## config.mk

```make
export PLATFORM = sky130hd
export DESIGN_NAME = ws2812_chain_tx
export DESIGN_NICKNAME = d
export VERILOG_FILES = /design/src/rtl/ws2812_chain_tx.sv
export SDC_FILE = /design/constraint.sdc
export NUM_CORES = 1
export LEC_CHECK = 0
export CAP_MARGIN = 20
export CORE_AREA = 3 3 143 145
export CTS_BUF_LIST = sky130_fd_sc_hd__clkbuf_8
export DETAILED_ROUTE_END_ITERATION = 12
export DIE_AREA = 0 0 146 148
export PLACE_DENSITY = 0.53
export SETUP_SLACK_MARGIN = 0.02
export SLEW_MARGIN = 30
export SYNTH_ARGS = -nofsm -noshare
export SYNTH_HDL_FRONTEND = slang
export SYNTH_SLANG_ARGS = --single-unit
```

## constraint.sdc

```tcl
create_clock -name clk -period 4.7 [get_ports clk]
set_clock_uncertainty 0.1 [all_clocks]
set_input_delay 0.705 -clock clk [delete_from_list [all_inputs] [get_ports clk]]
set_output_delay 0.705 -clock clk [all_outputs]
set_load 0.03 [all_outputs]
```

## src/rtl/ws2812_chain_tx.sv

```systemverilog
// WS2812/SK6812 chain serialiser: pulls colour words over valid/ready, emits them
// MSB-first as pulse-width coded bits, then holds the line low to latch the chain.
module ws2812_chain_tx #(
    parameter int CLK_HZ       = 12000000,
    parameter int BITS_PER_LED = 24,
    parameter int T0H_CYC      = 4,
    parameter int T1H_CYC      = 9,
    parameter int BIT_CYC      = 15,
    parameter int LATCH_CYC    = 3600,
    parameter int MAX_LEDS     = 1024,
    parameter int CNT_W        = 11
) (
    input  logic                    clk,
    input  logic                    reset,
    input  logic                    start,
    input  logic [CNT_W-1:0]        num_leds,
    input  logic [BITS_PER_LED-1:0] pix_data,
    input  logic                    pix_valid,
    output logic                    pix_ready,
    output logic                    dout,
    output logic                    busy,
    output logic                    done,
    output logic                    underrun
);

    // An illegal parameter set never starts a frame, so the line stays low.
    localparam bit CFG_OK = (CLK_HZ > 0)
                          && ((BITS_PER_LED == 24) || (BITS_PER_LED == 32))
                          && (BIT_CYC > T1H_CYC) && (LATCH_CYC > 0)
                          && (MAX_LEDS > 0) && (MAX_LEDS < (1 << CNT_W));

    localparam int CYC_MAX = (LATCH_CYC > BIT_CYC) ? LATCH_CYC : BIT_CYC;
    localparam int CYC_W   = $clog2(CYC_MAX + 1);
    localparam int IDX_W   = $clog2(BITS_PER_LED);

    localparam logic [CNT_W-1:0] MAX_N     = CNT_W'(MAX_LEDS);
    localparam logic [CNT_W-1:0] ZERO_N    = {CNT_W{1'b0}};
    localparam logic [CYC_W-1:0] BIT_LAST  = CYC_W'(BIT_CYC - 1);
    localparam logic [CYC_W-1:0] LATCH_END = CYC_W'(LATCH_CYC);
    localparam logic [IDX_W-1:0] IDX_LAST  = IDX_W'(BITS_PER_LED - 1);

    typedef enum logic [1:0] {
        ST_IDLE  = 2'd0,
        ST_FETCH = 2'd1,
        ST_SEND  = 2'd2,
        ST_LATCH = 2'd3
    } state_t;

    function automatic logic [CYC_W-1:0] high_time(input logic bit_val);
        if (bit_val) begin
            high_time = CYC_W'(T1H_CYC);
        end else begin
            high_time = CYC_W'(T0H_CYC);
        end
    endfunction

    state_t                  state_r, state_nx;
    logic [CYC_W-1:0]        cyc_r, cyc_nx;
    logic [IDX_W-1:0]        idx_r, idx_nx;
    logic [CNT_W-1:0]        rem_r, rem_nx;
    logic [BITS_PER_LED-1:0] shift_r, shift_nx;
    logic [BITS_PER_LED-1:0] buf_r, buf_nx;
    logic                    buf_full_r, buf_full_nx;
    logic                    underrun_r, underrun_nx;
    logic                    pix_ready_r, pix_ready_nx;
    logic                    dout_r, dout_nx;
    logic                    busy_r, busy_nx;
    logic                    done_r, done_nx;
    logic                    accept_s;
    logic                    boundary_s;
    logic [CNT_W-1:0]        n_s;

    // Next-state logic for the frame FSM, datapath and registered outputs.
    always_comb begin
        state_nx    = state_r;
        cyc_nx      = cyc_r;
        idx_nx      = idx_r;
        rem_nx      = rem_r;
        shift_nx    = shift_r;
        buf_nx      = buf_r;
        buf_full_nx = buf_full_r;
        underrun_nx = underrun_r;
        accept_s    = pix_valid && pix_ready_r;
        boundary_s  = (cyc_r == BIT_LAST) && (idx_r == IDX_LAST);
        n_s         = (num_leds > MAX_N) ? MAX_N : num_leds;

        case (state_r)
            ST_IDLE: begin
                if (start && CFG_OK) begin
                    underrun_nx = 1'b0;
                    cyc_nx      = {CYC_W{1'b0}};
                    idx_nx      = {IDX_W{1'b0}};
                    buf_full_nx = 1'b0;
                    rem_nx      = n_s;
                    if (n_s == ZERO_N) begin
                        state_nx = ST_LATCH;
                    end else begin
                        state_nx = ST_FETCH;
                    end
                end else begin
                    state_nx = ST_IDLE;
                end
            end
            ST_FETCH: begin
                if (accept_s) begin
                    shift_nx = pix_data;
                    rem_nx   = rem_r - CNT_W'(1);
                    cyc_nx   = {CYC_W{1'b0}};
                    idx_nx   = {IDX_W{1'b0}};
                    state_nx = ST_SEND;
                end else begin
                    state_nx = ST_FETCH;
                end
            end
            ST_SEND: begin
                if (accept_s && !boundary_s) begin
                    buf_nx      = pix_data;
                    buf_full_nx = 1'b1;
                end else begin
                    buf_nx = buf_r;
                end
                if (cyc_r == BIT_LAST) begin
                    cyc_nx = {CYC_W{1'b0}};
                    if (idx_r == IDX_LAST) begin
                        idx_nx = {IDX_W{1'b0}};
                        if (rem_r == ZERO_N) begin
                            state_nx = ST_LATCH;
                        end else if (buf_full_r) begin
                            shift_nx    = buf_r;
                            buf_full_nx = 1'b0;
                            rem_nx      = rem_r - CNT_W'(1);
                        end else if (accept_s) begin
                            // Word arriving exactly on the boundary goes straight in.
                            shift_nx = pix_data;
                            rem_nx   = rem_r - CNT_W'(1);
                        end else begin
                            underrun_nx = 1'b1;
                            state_nx    = ST_LATCH;
                        end
                    end else begin
                        idx_nx   = idx_r + IDX_W'(1);
                        shift_nx = shift_r << 1;
                    end
                end else begin
                    cyc_nx = cyc_r + CYC_W'(1);
                end
            end
            ST_LATCH: begin
                buf_full_nx = 1'b0;
                if (cyc_r == LATCH_END) begin
                    cyc_nx   = {CYC_W{1'b0}};
                    state_nx = ST_IDLE;
                end else begin
                    cyc_nx = cyc_r + CYC_W'(1);
                end
            end
            default: begin
                state_nx = ST_IDLE;
                cyc_nx   = {CYC_W{1'b0}};
            end
        endcase

        pix_ready_nx = (state_nx == ST_FETCH)
                     || ((state_nx == ST_SEND) && (rem_nx != ZERO_N) && !buf_full_nx);
        dout_nx      = (state_nx == ST_SEND)
                     && (cyc_nx < high_time(shift_nx[BITS_PER_LED-1]));
        busy_nx      = (state_nx != ST_IDLE);
        done_nx      = (state_nx == ST_LATCH) && (cyc_nx == LATCH_END);
    end

    // State, datapath and output registers; reset drops the line at once.
    always_ff @(posedge clk or negedge reset) begin
        if (!reset) begin
            state_r     <= ST_IDLE;
            cyc_r       <= {CYC_W{1'b0}};
            idx_r       <= {IDX_W{1'b0}};
            rem_r       <= {CNT_W{1'b0}};
            shift_r     <= {BITS_PER_LED{1'b0}};
            buf_r       <= {BITS_PER_LED{1'b0}};
            buf_full_r  <= 1'b0;
            underrun_r  <= 1'b0;
            pix_ready_r <= 1'b0;
            dout_r      <= 1'b0;
            busy_r      <= 1'b0;
            done_r      <= 1'b0;
        end else begin
            state_r     <= state_nx;
            cyc_r       <= cyc_nx;
            idx_r       <= idx_nx;
            rem_r       <= rem_nx;
            shift_r     <= shift_nx;
            buf_r       <= buf_nx;
            buf_full_r  <= buf_full_nx;
            underrun_r  <= underrun_nx;
            pix_ready_r <= pix_ready_nx;
            dout_r      <= dout_nx;
            busy_r      <= busy_nx;
            done_r      <= done_nx;
        end
    end

    assign pix_ready = pix_ready_r;
    assign dout      = dout_r;
    assign busy      = busy_r;
    assign done      = done_r;
    assign underrun  = underrun_r;

endmodule

```

==> qor.yml <==
grt_use_total_pct: 15.4
cts_resized: 0
place_hpwl_um: 10900
crit_type: "flip-flop to flip-flop"
cts_setup_buffers: 0
first_pass_iters: 5
viasPerCell: 5.36
yosysUniqueCellTypes: 63
gp_congestion: 0.867
end_kind: "flip-flop"
ys_ff_latch: 84
cts_htree_levels: 3
io_buffers: 43
drc: 0
grt_start_max_net_pins: 60
cts_hold_buf: 0
synth_cells: 672
yosysWarnings: 0
cp-start-kind: "flip-flop"
drt-met1-wl_um: 7980
crit-reg2reg-launch: "cyc_r[5]$_DFF_PN0_"
cp-startpoint: "cyc_r[5]$_DFF_PN0_"
crit_required_ps: 4890
route.met2.wl_um: 7470
root_buffer: "clkbuf_8"
power_density_nw_per_um2: 463
synth-async-reset-ratio_pct: 100
power.leakage_nw: 2.61
rsz0062_at_grt: "no"
ys.flop_type: "dfrtp_1"
setup_viol: 0
stdcell_count: 970
finalCriticalPeriod_ps: 4100
cts_buffers: 9
diodes: 0
placedCellCount: 954
max_freq_mhz: 244
crit_fanout: 10
synth_enable_flop_cells: 0
status: "finished clean"
cts.path.max_buffers: 2
path_clk_slew_ps: 100
setup_tns_ps: 0
synthesis.area_um2: 5550
drv_slew: 0
dieArea_um2: 21600
hp-class: "primary input to asynchronous set/reset pin"
arrival_ps: 4290
finalCritPeriodShare_pct: 87.3
dr.max_layer_used: "met4"
wirelength_um: 16400
core_area_um2: 19300
finalHoldViolations: 0
overflow: 0
antenna_found_initial: 0
start_util_pct: 28.7
ant_nets: 0
vias: 5202
cts_tree: "done"
wl_met3_um: 783
drive_gt1_share_pct: 9.93
ys_seq_area_share_pct: 37.9
syn_nets: 724
syn_area_per_cell_um2: 8.25
max_slew_margin_pct: 37.8
vdd_drop_max_mv: 0.204
clock-sinks: 84
tightest_slew_ps: 909
insertion_delay_ps: 380
wl_per_cell_um: 17.0
die_w_um: 146
std_cell_rows: 51
io_pins: 44
grt_pass1_wl_um: 27100
fin_nets: 752
syn2layout_area_growth_pct: 16.7
die_h_um: 148
drt_iter0_drc: 540
power_mw: 3.00
grt_pass1_vias: 5095
drv_cap: 0
[layout make-up]
cell class | instances | area, um^2
Inverter | 20 | 75.1
Sequential cell | 84 | 2100
Multi-Input combinational cell | 525 | 3210
Fill cell | 1988 | 12900
Timing Repair Buffer | 60 | 556
Clock inverter | 7 | 76.3
Clock buffer | 9 | 124
Tap cell | 265 | 332
[logic make-up (layout without fill, tap and decap cells)]
family          after synthesis  in the layout  share of synthesized area, %
compound gates              205            205                          22.6
fa+ha+maj                    13             13                          2.93
mux                          50             50                          9.59
simple gates                257            257                          22.4
buf+inv                      63             96                          4.56
flops                        84             84                          37.9
[metal layers]
metal	vias to the layer above	global-route usage [%]
met1	2511	21.4
met2	143	24.2
met3	17	3.95
met4	0	3.34
li1	2531	-
met5	-	0
[sequential cells by signal, indices dropped and copies added, names as in the netlist]
name,count
buf_full_r,1
buf_r,24
busy,1
cyc_r,12
done,1
dout,1
idx_r,5
pix_ready,1
rem_r,11
shift_r,24
state_r,2
underrun,1
[metrics by stage]
stage	worst slack, ps	util [%]	hold WS (ps)	instance area, um^2
floorplan	976	-	309	5550
global placement	748	32.4	369	6270
detailed placement	632	32.4	375	6270
CTS	607	33.4	328	6470
global route	334	33.5	364	6470
finish	596	33.5	314	6470
[cells in the mapped netlist, drive strengths merged, types with 2 or more instances]
| library cell | count | area [um^2] |
|---|---|---|
| a211oi | 3 | 22.5 |
| a21o | 5 | 37.5 |
| a21oi | 64 | 320 |
| a221oi | 2 | 17.5 |
| a222oi | 3 | 30.0 |
| a22oi | 4 | 30.0 |
| a2bb2oi | 3 | 26.3 |
| a311oi | 2 | 23.8 |
| a31oi | 11 | 68.8 |
| a41oi | 2 | 17.5 |
| and3 | 7 | 43.8 |
| and4b | 2 | 20.0 |
| buf | 7 | 42.5 |
| clkbuf | 36 | 135 |
| dfrtp | 84 | 2100 |
| ha | 13 | 163 |
| inv | 19 | 71.3 |
| mux2 | 25 | 282 |
| mux2i | 25 | 250 |
| nand2 | 88 | 330 |
| nand2b | 6 | 37.5 |
| nand3 | 17 | 85.1 |
| nand3b | 2 | 15.0 |
| nand4 | 6 | 37.5 |
| nand4b | 5 | 43.8 |
| nor2 | 64 | 240 |
| nor2b | 4 | 25.0 |
| nor3 | 13 | 65.1 |
| nor3b | 4 | 30.0 |
| nor4 | 14 | 87.6 |
| o211ai | 6 | 45.0 |
| o21ai | 65 | 325 |
| o22ai | 5 | 31.3 |
| o311ai | 2 | 17.5 |
| o31a | 2 | 17.5 |
| o31ai | 10 | 75.1 |
| o32ai | 2 | 17.5 |
| o41ai | 4 | 35.0 |
| or2 | 4 | 25.0 |
| or3 | 6 | 37.5 |
| or4 | 9 | 67.6 |
[critical path, cell delays in order (launching register included)]
cell,delay [ps]
dfrtp_1,450
or4_1,720
o41a_1,610
or2_1,380
a41oi_1,250
a311oi_1,80
a21o_1,210
ha_1,320
a21oi_1,160
nand3b_1,80
or4_1,450
a311oi_2,200
[path summary, 6_finish.rpt]
kind / to / slack [ps] / depth (start not counted)
worst min-delay path: busy$_DFF_PN0_ / 310 / 1
worst max-delay path: dout$_DFF_PN0_ / 600 / 11
worst max register to register: dout$_DFF_PN0_ / 600 / 11
max in group asynchronous: buf_r[14]$_DFFE_PN0P_ / 3340 / 2
min in group clk: buf_r[23]$_DFFE_PN0P_ / 390 / 2
worst min register to register: buf_r[23]$_DFFE_PN0P_ / 390 / 2
[placed cells by master, fill, tap and decap left out, types with 11 or more instances in the layout]
master and instances:
a21oi_1 63, a31oi_1 11, buf_4 18, clkdlybuf4s50_1 42, dfrtp_1 84, ha_1 13
inv_1 19, mux2_2 25, mux2i_1 25, nand2_1 88, nand3_1 17, nor2_1 64
nor3_1 13, nor4_1 13, o21ai_0 65
[where the power goes]
part           internal, mW  leakage, nW  switching, mW  total (mW)
clock                 0.248        0.101          0.300       0.548
combinational         0.517         1.37          0.905        1.42
sequential            0.883         1.14          0.142        1.02
Note: power is estimated with default switching activity, not from simulation.
